--- src/rtl/int_div_seq.sv ---
// rtl/int_div_seq.sv - multi-cycle restoring integer divider, signed/unsigned, req/ready/ack handshake
//
// Ports:
//   clk        clock, all state changes on the rising edge
//   rst        synchronous active-high reset; aborts any operation in flight
//   req        start request, sampled only while ready=1
//   is_signed  1 = two's-complement divide, 0 = unsigned; sampled with req
//   a, b       dividend and divisor; sampled with req
//   ready      high while idle and able to accept req
//   ack        one-cycle pulse; quotient/remainder valid while high
//   quotient   result, held until the next ack
//   remainder  result, held until the next ack
module int_div_seq #(
    parameter int bitwidth = 32
) (
    input  logic                clk,
    input  logic                rst,
    input  logic                req,
    input  logic                is_signed,
    input  logic [bitwidth-1:0] a,
    input  logic [bitwidth-1:0] b,
    output logic                ready,
    output logic                ack,
    output logic [bitwidth-1:0] quotient,
    output logic [bitwidth-1:0] remainder
);

    localparam int cnt_w = $clog2(bitwidth + 1);
    localparam logic [bitwidth-1:0] most_neg = {1'b1, {(bitwidth-1){1'b0}}};
    localparam logic [bitwidth-1:0] all_ones = {bitwidth{1'b1}};

    typedef enum logic [1:0] {
        IDLE = 2'd0,
        RUN  = 2'd1,
        DONE = 2'd2
    } state_t;

    state_t state;
    state_t state_next;

    // Operation context captured on the accept edge
    logic [bitwidth-1:0] a_hold;
    logic [bitwidth-1:0] dvs;        // divisor magnitude
    logic [bitwidth-1:0] dvd;        // dividend magnitude, becomes the quotient magnitude
    logic [bitwidth-1:0] part_rem;   // partial remainder, always < dvs between steps
    logic [cnt_w-1:0]    cnt;
    logic                neg_q;
    logic                neg_r;
    logic                div_zero;
    logic                overflow;

    // Input decode, only meaningful in IDLE
    logic                a_neg;
    logic                b_neg;
    logic [bitwidth-1:0] a_mag;
    logic [bitwidth-1:0] b_mag;
    logic                zero_b;
    logic                ovf_in;

    // One restoring step; the extra top bit of trial is the borrow
    logic [bitwidth:0]   shifted;
    logic [bitwidth:0]   trial;
    logic                q_bit;

    // Sign-corrected final results
    logic [bitwidth-1:0] q_final;
    logic [bitwidth-1:0] r_final;

    assign a_neg  = is_signed & a[bitwidth-1];
    assign b_neg  = is_signed & b[bitwidth-1];
    // Negating most_neg yields most_neg again, which read as unsigned is the
    // correct magnitude 2^(bitwidth-1).
    assign a_mag  = a_neg ? (~a) + bitwidth'(1) : a;
    assign b_mag  = b_neg ? (~b) + bitwidth'(1) : b;
    assign zero_b = (b == '0);
    assign ovf_in = is_signed & (a == most_neg) & (b == all_ones);

    assign shifted = {part_rem, dvd[bitwidth-1]};
    assign trial   = shifted - {1'b0, dvs};
    assign q_bit   = ~trial[bitwidth];

    assign q_final = neg_q ? (~dvd) + bitwidth'(1) : dvd;
    assign r_final = neg_r ? (~part_rem) + bitwidth'(1) : part_rem;

    assign ready = (state == IDLE);

    always_ff @(posedge clk) begin
        if (rst) begin
            state <= IDLE;
        end else begin
            state <= state_next;
        end
    end

    always_comb begin
        state_next = state;
        case (state)
            IDLE: begin
                if (req) begin
                    // Special cases skip the iteration entirely
                    state_next = (zero_b || ovf_in) ? DONE : RUN;
                end
            end
            RUN: begin
                if (cnt == cnt_w'(1)) begin
                    state_next = DONE;
                end
            end
            DONE: begin
                state_next = IDLE;
            end
            default: begin
                state_next = IDLE;
            end
        endcase
    end

    always_ff @(posedge clk) begin
        if (rst) begin
            ack       <= 1'b0;
            quotient  <= '0;
            remainder <= '0;
            a_hold    <= '0;
            dvs       <= '0;
            dvd       <= '0;
            part_rem  <= '0;
            cnt       <= '0;
            neg_q     <= 1'b0;
            neg_r     <= 1'b0;
            div_zero  <= 1'b0;
            overflow  <= 1'b0;
        end else begin
            ack <= (state == DONE);
            case (state)
                IDLE: begin
                    if (req) begin
                        a_hold   <= a;
                        div_zero <= zero_b;
                        overflow <= ovf_in;
                        dvd      <= a_mag;
                        dvs      <= b_mag;
                        part_rem <= '0;
                        cnt      <= cnt_w'(bitwidth);
                        neg_q    <= a_neg ^ b_neg;
                        neg_r    <= a_neg;
                    end
                end
                RUN: begin
                    // A restored value is below dvs, so dropping the top bit loses nothing
                    part_rem <= q_bit ? trial[bitwidth-1:0] : shifted[bitwidth-1:0];
                    dvd      <= {dvd[bitwidth-2:0], q_bit};
                    cnt      <= cnt - cnt_w'(1);
                end
                DONE: begin
                    if (div_zero) begin
                        quotient  <= all_ones;
                        remainder <= a_hold;
                    end else if (overflow) begin
                        quotient  <= a_hold;
                        remainder <= '0;
                    end else begin
                        quotient  <= q_final;
                        remainder <= r_final;
                    end
                end
                default: begin
                end
            endcase
        end
    end

endmodule

--- config.mk ---
export PLATFORM = sky130hd
export DESIGN_NAME = int_div_seq
export DESIGN_NICKNAME = d
export VERILOG_FILES = /design/src/rtl/int_div_seq.sv
export SDC_FILE = /design/constraint.sdc
export NUM_CORES = 1
export LEC_CHECK = 0
export CAP_MARGIN = 20
export CELL_PAD_IN_SITES_DETAIL_PLACEMENT = 2
export CELL_PAD_IN_SITES_GLOBAL_PLACEMENT = 2
export CORE_MARGIN = 3
export CORE_UTILIZATION = 33
export CTS_BUF_LIST = sky130_fd_sc_hd__clkbuf_16
export CTS_CLUSTER_DIAMETER = 100
export DETAILED_ROUTE_END_ITERATION = 8
export GPL_TIMING_DRIVEN = 0
export PLACE_DENSITY = 0.76
export SYNTH_ARGS = -nofsm -noshare
export SYNTH_HDL_FRONTEND = slang
export SYNTH_SLANG_ARGS = --single-unit
--- constraint.sdc ---
create_clock -name clk -period 6.6 [get_ports clk]
set_input_delay 1.32 -clock clk [delete_from_list [all_inputs] [get_ports clk]]
set_output_delay 1.32 -clock clk [all_outputs]
set_load 0.005 [all_outputs]
==> summary.txt, run 1 <==
Post-Syn Instances: 1583
Final HPWL DP: 42.70 mm
Top post-synthesis cells by area: dfxtp_1, nor2_1, xnor2_1, nand2_1, a21oi_1
Final core utilization: 41.54%
CTS sink count: 205
Maximum clock insertion buffer count: 3
Sw Share: 31.09%
WL/cell: 24.40 microns
Chip Width: 199.8 microns
Hold Buf Count CTS: 0
First drt pass iteration count: 7
Crit end category: flop
Fin. Hold Viols: 0
Syn nets: 1691
Post-CTS Setup Repair Bufs: 0
Int Pwr: 2.641 mW
Critical Path Fanout Max: 6
N_diodes: 0
Sequential share of power: 36.7%
Fin nets: 1854
Total CTS buffers: 27
Most frequent cells in the layout: dfxtp_1, nor2_1, nand2_1
Worst path arrival time: 4870 ps
Met2 GRT Util: 44.82%
Die height: 199.8 microns
CTS tree: done
Sequential share of the synthesized area: 33.10%
Main flop type after synthesis: dfxtp_1
Reg clk slew, reported paths: 60 ps
GR Util met1: 37.70%
Grt ovf: 0
Remaining antenna violation count: 0
Synth top area share: 33.10%
Synth Register Bits: 205
Root Buffer: clkbuf_16
Synth Warn #: 0
GRT busiest layer: met2
Bufs and invs on worst path: 1
Via density: 5.797
Die Footprint: 0.03993 sq mm
Largest net degree at the start of global routing: 13
Worst skew pair latency: 550 ps
Top Family by Delay on Critical Path: simple AND/OR/NAND/NOR gates
Setup TNS: 0 ps
Synth area leader: dfxtp_1
Setup CP Type: input pin to flop
Num rows: 70
Slowest CP cell: nor4_1
Post-synth cell types: 66
Minimum clock period: 4442 ps
Power share of the clock group: 42.3%
Met3 Resource Use GR: 3.760%
Final Max Tran Viols: 0
Status: finished, final reports clean
Buffers on Ports: 133
Synth Area per Inst: 7.831 sq um
Type of the most critical hold path: flop to flop
Critical path's largest stage delay: 710 ps
Initial Util: 33.70%
Synth-to-Final Area Change: 23.25%
First-pass GRT wire length: 83.50 mm
Crit share post-route: 67.30%
Crit path launch type: input pin
GRT Overall Usage: 27.08%
Initial antenna violation count: 0
Final setup fails: 0
Most common cell after layout, fill and taps aside: dfxtp_1
H-Tree Depth: 1
Core Box Area: 0.03679 sq mm
GP Congestion: 0.8508
Fmax: 225.1 MHz
DRC Markers: 0
RSZ-0062 raised after global routing: no
Slew at the pin with the worst max-slew slack: 1136 ps
Required time of the critical path: 7020 ps
Clock Skew: 12.47 ps
# Max-Cap Violations: 0
Worst path cell trace: clkdlybuf4s50_1 -> nor4_1 -> nand4_1 -> nor2_1 -> nand4_1 -> o31ai_1 -> xnor2_1 -> a222oi_1 -> nor2_1
Post-Synthesis Cell Area: 0.01240 sq mm
Rel. slew slack: 24.08%
Async set-reset flop share out of synthesis: 0%
Share of layout cells above drive strength 1: 3.964%
Vias in the first global route: 13631
IO Pins: 134
Final wirelength: 54.52 mm
Via count: 12950
Gate power share: 21.0%
PD cells: 250.8 mW/mm^2
Number of flops mapped to enable cells by yosys: 0
Lkg Pwr: 5.592 nW
Total net switching power: 1.192 mW
Peak supply drop: 0.2756 mV
Iter 0 DRT Violations: 857
Post-CTS sizing: 0
power by group through the flow:
stage               Sequential (mW)  Combinational, mW  Clock [mW]
floorplan                      1.39              0.488           0
global placement               1.42              0.763           0
detailed placement             1.43              0.792           0
CTS                            1.40              0.803        1.65
global route                   1.41              0.890        1.70
finish                         1.40              0.806        1.62
synth_stat cells (all sizes together), types with 7 or more instances:
library cell / instances
buf: 10
o21ai: 84
a21o: 10
o41ai: 14
nor3: 53
xnor2: 84
and2: 10
a21oi: 102
nand3: 27
nand2: 181
or4: 11
xor2: 53
o31ai: 30
a31oi: 7
inv: 56
nor2b: 8
o211ai: 13
o21a: 10
ha: 39
nor4: 13
a32oi: 7
dfxtp: 205
clkbuf: 89
nor2: 199
nand2b: 12
nand4: 14
a221oi: 24
a311oi: 7
or2: 9
or3: 21
a222oi: 30
mux2i: 46
a211oi: 60
flip-flops by register name, summed over array words and instances, names as in the netlist, 2 cells and up:
| register | flops |
|---|---|
| a_hold | 32 |
| dvd | 32 |
| dvs | 32 |
| part_rem | 32 |
| quotient | 32 |
| remainder | 32 |
| cnt | 6 |
| state | 2 |
routing by layer:
layer / part of all wire [%] / vias to the layer above
li1: - / 6054
met1: 47 / 6508
met2: 46 / 325
met3: 4.8 / 63
met4: 2.3 / 0
met5: 0 / -
logic make-up (layout without fill, tap and decap cells):
kind of cell	count (synthesis)	in the layout	share of synthesized area (%)
buffers and inverters	155	338	4.744
and+or+nand+nor	573	573	20.86
DFF	205	205	33.10
AOI/OAI and AO/OA	426	426	23.71
xor gates and xnor gates	137	137	9.679
muxes	47	47	3.805
adders and majority gates	40	40	4.098
worst paths after layout:
check / from / end / slack, ps / cells after the start
hold / removal: dvs[0] / dvs[0] / 480 / 2
setup reg to reg: part_rem[8] / part_rem[23] / 2830 / 11
setup / recovery: a[2] / dvd[30] / 2160 / 9
hold reg to reg: dvs[0] / dvs[0] / 480 / 2
area by class of cell:
type | instances | area [sq um]
multi-input cells | 1223 | 7705
clock buffers | 27 | 675.6
repair buffers | 134 | 1336
clock inverters | 22 | 285.3
flip-flops and latches | 205 | 4104
well taps | 468 | 585.6
fillers | 4185 | 21510
plain buffers | 99 | 377.9
inverters | 56 | 210.2
per-stage QoR:
stage,cell area (sq um),power [mW],worst slack [ps],cells,hold slack [ps]
after detailed placement,14310,2.221,1710,2184,474.9
after floorplan,12400,1.880,3085,1583,431.9
final,15280,3.833,2158,2234,483.0
after global routing,15280,4.002,1801,2234,506.2
after global placement,14310,2.188,1754,2184,471.7
after CTS,15270,3.854,2240,2233,485.1
worst min-delay path: cells and delay by family, from the launching register on:
kind	cells	cell delay (ps)
simple gates	1	60
compound gates	1	50
flops	1	330
Power figures use the tool's default switching activity.
==> run 2, diff against run 1 <==
==> constraint.sdc (replaced) <==
create_clock -name clk -period 4.1 [get_ports clk]
set_input_delay 0.82 -clock clk [delete_from_list [all_inputs] [get_ports clk]]
set_output_delay 0.82 -clock clk [all_outputs]
set_load 0.005 [all_outputs]
==> summary.txt, run 2 (synthesized netlist as in run 1, its figures left out) <==
Largest net degree at the start of global routing: 13 (unchanged)
Reg area: 0.004104 sq mm (unchanged)
Remaining antenna violation count: 0 (unchanged)
Iter 0 DRT Violations: 830 (was 857)
Root Buffer: clkbuf_16 (unchanged)
Share of layout cells above drive strength 1: 4.020% (was 3.964%)
CTS tree: done (unchanged)
CTS sink count: 205 (unchanged)
PD cells: 403.6 mW/mm^2 (was 250.8 mW/mm^2)
RSZ-0062 raised after global routing: no (unchanged)
Crit end category: flop (unchanged)
Initial Util: 33.70% (unchanged)
GRT Overall Usage: 27.08% (unchanged)
H-Tree Depth: 1 (unchanged)
Clock Skew: 13.37 ps (was 12.47 ps)
Crit path launch type: flop (was input pin)
CP Launch Point: part_rem[8] (was a[2])
Hold Slack: 485.9 ps (was 483.0 ps)
Required time of the critical path: 4570 ps (was 7020 ps)
Status: finished, final reports clean (unchanged)
Via density: 5.789 (was 5.797)
Core Box Area: 0.03679 sq mm (unchanged)
N_diodes: 0 (unchanged)
Minimum clock period: 3765 ps
Area of the multi-input gates: 0.007711 sq mm (was 0.007705 sq mm)
Worst skew pair latency: 550 ps (about the same)
Hold wc startpoint: dvs[0] (unchanged)
Final HPWL DP: 42.70 mm (unchanged)
Type of the most critical hold path: flop to flop (unchanged)
IO Pins: 134 (unchanged)
Slew at the pin with the worst max-slew slack: 1091 ps (was 1136 ps)
Fin. Hold Viols: 0 (unchanged)
Lkg Pwr: 5.593 nW (was 5.592 nW)
Synth-to-Final Area Change: 23.30% (was 23.25%)
Final setup fails: 0 (unchanged)
GP Congestion: 0.8508 (unchanged)
Most frequent cells in the layout: dfxtp_1, nor2_1, nand2_1 (unchanged)
Critical Path Fanout Max: 10 (was 6)
Vias in the first global route: 13631 (unchanged)
Rel. slew slack: 27.10% (was 24.08%)
Maximum clock insertion buffer count: 3 (unchanged)
Final wirelength: 54.53 mm (was 54.52 mm)
Post-route setup slack: 334.6 ps (was 2158 ps)
Num rows: 70 (unchanged)
Die Footprint: 0.03993 sq mm (unchanged)
Die height: 199.8 microns (unchanged)
Via count: 12932 (was 12950)
Final core utilization: 41.55% (was 41.54%)
Fill count: 4187 (was 4185)
Buffers on Ports: 133 (unchanged)
First drt pass iteration count: 6 (was 7)
Fin nets: 1854 (unchanged)
WL/cell: 24.41 microns (was 24.40 microns)
Final Max Tran Viols: 0 (unchanged)
Placement Setup Slack: -289.7 ps (was 1710 ps)
Worst path arrival time: 4240 ps (was 4870 ps)
Reg clk slew, reported paths: 60 ps (about the same)
Peak supply drop: 0.4434 mV (was 0.2756 mV)
DRC Markers: 0 (unchanged)
Crit share post-route: 91.84%
Chip Width: 199.8 microns (unchanged)
Most common cell after layout, fill and taps aside: dfxtp_1 (unchanged)
Total CTS buffers: 27 (unchanged)
FF-to-FF Start: part_rem[8] (unchanged)
Initial antenna violation count: 0 (unchanged)
First-pass GRT wire length: 83.50 mm (unchanged)
Power consumption: 6.169 mW (was 3.833 mW)
Grt ovf: 0 (unchanged)
# Max-Cap Violations: 0 (unchanged)
Fmax: 265.6 MHz
Setup CP Type: flop to flop (was input pin to flop)
run 2: report_power, final:
group	internal [mW]	switching, mW
sequential	2.12	0.143
combinational	0.501	0.797
clock	1.63	0.978
run 2: worst paths after layout:
kind | to | slack (ps) | cells after the start
hold / removal | dvs[0] | 490 | 2
setup / recovery | part_rem[23] | 330 | 11
setup reg to reg | part_rem[23] | 330 | 11
hold reg to reg | dvs[0] | 490 | 2
run 2: routing by layer:
layer  part of all wire, %  up-vias  global-route usage (%)
met3                   5.2       68                   3.760
met4                   2.3        0                   6.126
met1                    47     6476                   37.70
met2                    46      331                   44.82
li1                      -     6057                       -
met5                     0        -                       0
run 2: final cells by class:
cell class              count  share of cell area (%)
plain buffers              99                   2.472
well taps                 468                   3.831
clock inverters            22                   1.866
multi-input cells        1223                   50.45
clock buffers              27                   4.420
inverters                  56                   1.375
repair buffers            134                   8.742
flip-flops and latches    205                   26.85
run 2: what timing repair did:
| action | in CTS | in global routing |
|---|---|---|
| hold buffers | 0 | 0 |
| resized for setup | 0 | 1 |
| endpoints found under the setup margin | 0 | 2 |
| buffers inserted | 0 | 0 |
run 2: stage by stage:
stage / cells / area, sq um / setup TNS (ps)
3_3_place_gp: 2184 / 14310 / -409.2
4_1_cts: 2233 / 15270 / 0
6_report: 2234 / 15290 / 0
2_1_floorplan: 1583 / 12400 / 0
5_1_grt: 2234 / 15290 / 0
3_5_place_dp: 2184 / 14310 / -659.5
run 2: worst max-delay path, cell delays in order (launching register included):
cell	delay [ps]
dfxtp_1	480
ha_1	380
a21oi_1	310
o21ai_0	150
a21oi_1	330
a21oi_1	170
o31ai_1	330
xor2_1	580
buf_2	420
buf_2	300
nand3_1	110
o211ai_1	120
==> run 3, diff against run 2 <==
--- a/config.mk
+++ b/config.mk
@@ -8,13 +8,14 @@
 export CAP_MARGIN = 20
 export CELL_PAD_IN_SITES_DETAIL_PLACEMENT = 2
 export CELL_PAD_IN_SITES_GLOBAL_PLACEMENT = 2
-export CORE_MARGIN = 3
+export CORE_MARGIN = 5
 export CORE_UTILIZATION = 33
 export CTS_BUF_LIST = sky130_fd_sc_hd__clkbuf_16
 export CTS_CLUSTER_DIAMETER = 100
 export DETAILED_ROUTE_END_ITERATION = 8
 export GPL_TIMING_DRIVEN = 0
 export PLACE_DENSITY = 0.76
+export REMOVE_ABC_BUFFERS = 1
 export SYNTH_ARGS = -nofsm -noshare
 export SYNTH_HDL_FRONTEND = slang
 export SYNTH_SLANG_ARGS = --single-unit
==> summary.txt, run 3 (synthesized netlist as in run 1, its figures left out) <==
Synth-to-Final Area Change: 23.10% (was 23.30%)
Most frequent cells in the layout: dfxtp_1, nor2_1, nand2_1 (unchanged)
Most common cell after layout, fill and taps aside: dfxtp_1 (unchanged)
N_diodes: 0 (unchanged)
H-Tree Depth: 1 (unchanged)
Peak supply drop: 0.2690 mV (was 0.4434 mV)
Buffers on Ports: 133 (unchanged)
PD cells: 387.0 mW/mm^2 (was 403.6 mW/mm^2)
Final HPWL DP: 36.40 mm (was 42.70 mm)
First drt pass iteration count: 7 (was 6)
Num rows: 71 (was 70)
Root Buffer: clkbuf_16 (unchanged)
IO Pins: 134 (unchanged)
GP Congestion: 0.8270 (was 0.8508)
Maximum clock insertion buffer count: 3 (unchanged)
Placement Setup Slack: -137.7 ps (was -289.7 ps)
CTS tree: done (unchanged)
Worst skew pair latency: 560 ps (was 550 ps)
Fmax: 266.9 MHz (was 265.6 MHz)
Lkg Pwr: 5.611 nW (was 5.593 nW)
Minimum clock period: 3746 ps (was 3765 ps)
Crit end category: flop (unchanged)
Setup CP Type: input pin to flop (was flop to flop)
DRC Markers: 0 (unchanged)
Crit path launch type: input pin (was flop)
Required time of the critical path: 4510 ps (was 4570 ps)
Fill count: 4295 (was 4187)
Die height: 203.8 microns (was 199.8 microns)
Crit share post-route: 91.37% (was 91.84%)
Post-route setup slack: 353.9 ps (was 334.6 ps)
Die Footprint: 0.04154 sq mm (was 0.03993 sq mm)
Slowest CP cell: nor4_1 (was xor2_1)
Top Family by Delay on Critical Path: simple AND/OR/NAND/NOR gates (was compound AO/OA/AOI/OAI gates)
# Max-Cap Violations: 0 (unchanged)
Worst path arrival time: 4150 ps (was 4240 ps)
Final Max Tran Viols: 0 (unchanged)
Remaining antenna violation count: 0 (unchanged)
Status: finished, final reports clean (unchanged)
Largest net degree at the start of global routing: 103 (was 13)
Type of the most critical hold path: flop to flop (unchanged)
First-pass GRT wire length: 76.13 mm (was 83.50 mm)
WL/cell: 22.56 microns (was 24.41 microns)
Critical path's largest stage delay: 580 ps (about the same)
Iter 0 DRT Violations: 713 (was 830)
Fin. Hold Viols: 0 (unchanged)
Share of layout cells above drive strength 1: 5.179% (was 4.020%)
Vias in the first global route: 13083 (was 13631)
Chip Width: 203.8 microns (was 199.8 microns)
Total CTS buffers: 26 (was 27)
Clock Skew: 25.89 ps (was 13.37 ps)
Core Box Area: 0.03740 sq mm (was 0.03679 sq mm)
Final setup fails: 0 (unchanged)
Slew at the pin with the worst max-slew slack: 985.2 ps (was 1091 ps)
Post-CTS Setup Repair Bufs: 0 (unchanged)
Critical Path Fanout Max: 6 (was 10)
Via density: 5.720 (was 5.789)
Reg clk slew, reported paths: 60 ps (about the same)
Rel. slew slack: 34.32% (was 27.10%)
Grt ovf: 0 (unchanged)
Final wirelength: 49.43 mm (was 54.53 mm)
Initial Util: 33.15% (was 33.70%)
Worst path cell trace: clkdlybuf4s50_1 -> nor4_1 -> nand4_1 -> nor2_1 -> nand4_1 -> o31ai_1 -> xnor2_1 -> a222oi_1 -> nor2_1 (was ha_1 -> a21oi_1 -> o21ai_0 -> a21oi_1 -> a21oi_1 -> o31ai_1 -> xor2_1 -> buf_2 -> buf_2 -> nand3_1 -> o211ai_1)
Via count: 12533 (was 12932)
Initial antenna violation count: 1 (was 0)
Bufs and invs on worst path: 1 (was 2)
GRT Overall Usage: 22.82% (was 27.08%)
Fin nets: 1768 (was 1854)
Hold Slack: 463.4 ps (was 485.9 ps)
RSZ-0062 raised after global routing: no (unchanged)
CTS sink count: 205 (unchanged)
run 3: changes by cell type in the layout (fill, tap and decap cells not counted), sizes merged:
cell	change
inv	+6
clkinv	-2
xor2	+1
clkinvlp	-2
clkbuf	-91
buf	+5
bufinv	-2
clkdlybuf4s50	-1
run 3: timing repair:
item                       in CTS  in global routing
hold buffers                    0                  0
setup endpoints to repair       0                  6
gates resized for setup         0                  1
run 3: power by group:
part,leakage [nW],switching [mW],internal [mW]
combinational,3.48,0.747,0.514
clock,0.454,0.935,1.46
sequential,1.67,0.131,2.12
run 3: tightest hold or removal path: cells and delay by family (launching register included):
kind	cells	cell delay [ps]
AOI/OAI and AO/OA	1	50
and+or+nand+nor	1	50
DFF	1	310
run 3: final cells by class:
class / instances / area [sq um] / area share [%]
Inverter: 56 / 210.2 / 1.377
Multi-Input combinational cell: 1224 / 7791 / 51.05
Tap cell: 511 / 639.4 / 4.190
Clock inverter: 22 / 231.5 / 1.517
Timing Repair Buffer: 147 / 1632 / 10.69
Sequential cell: 205 / 4106 / 26.91
Clock buffer: 26 / 650.6 / 4.263
run 3: final timing paths:
path / start / end / slack (ps) / cells past startpoint
setup reg to reg: part_rem[18] / part_rem[13] / 430 / 10
hold reg to reg: dvs[29] / dvs[29] / 460 / 2
hold / removal: dvs[29] / dvs[29] / 460 / 2
setup / recovery: a[2] / dvd[30] / 350 / 9
run 3: through the flow:
step	power (mW)	std cells	cell area, sq um	setup TNS, ps	util (%)
floorplan	2.991	1484	12020	-6450	-
global placement	3.479	2128	13990	-656780	37.41
detailed placement	3.539	2139	14310	-249.3	38.27
CTS	5.961	2187	15190	0	40.62
global route	6.173	2191	15260	0	40.80
finish	5.906	2191	15260	0	40.80
run 3: metal layers:
metal / global-route usage, % / routed length [microns]
met1: 30.15 / 22160
met2: 39.92 / 24160
met3: 2.333 / 2005
met4: 5.974 / 1100
met5: 0 / 0
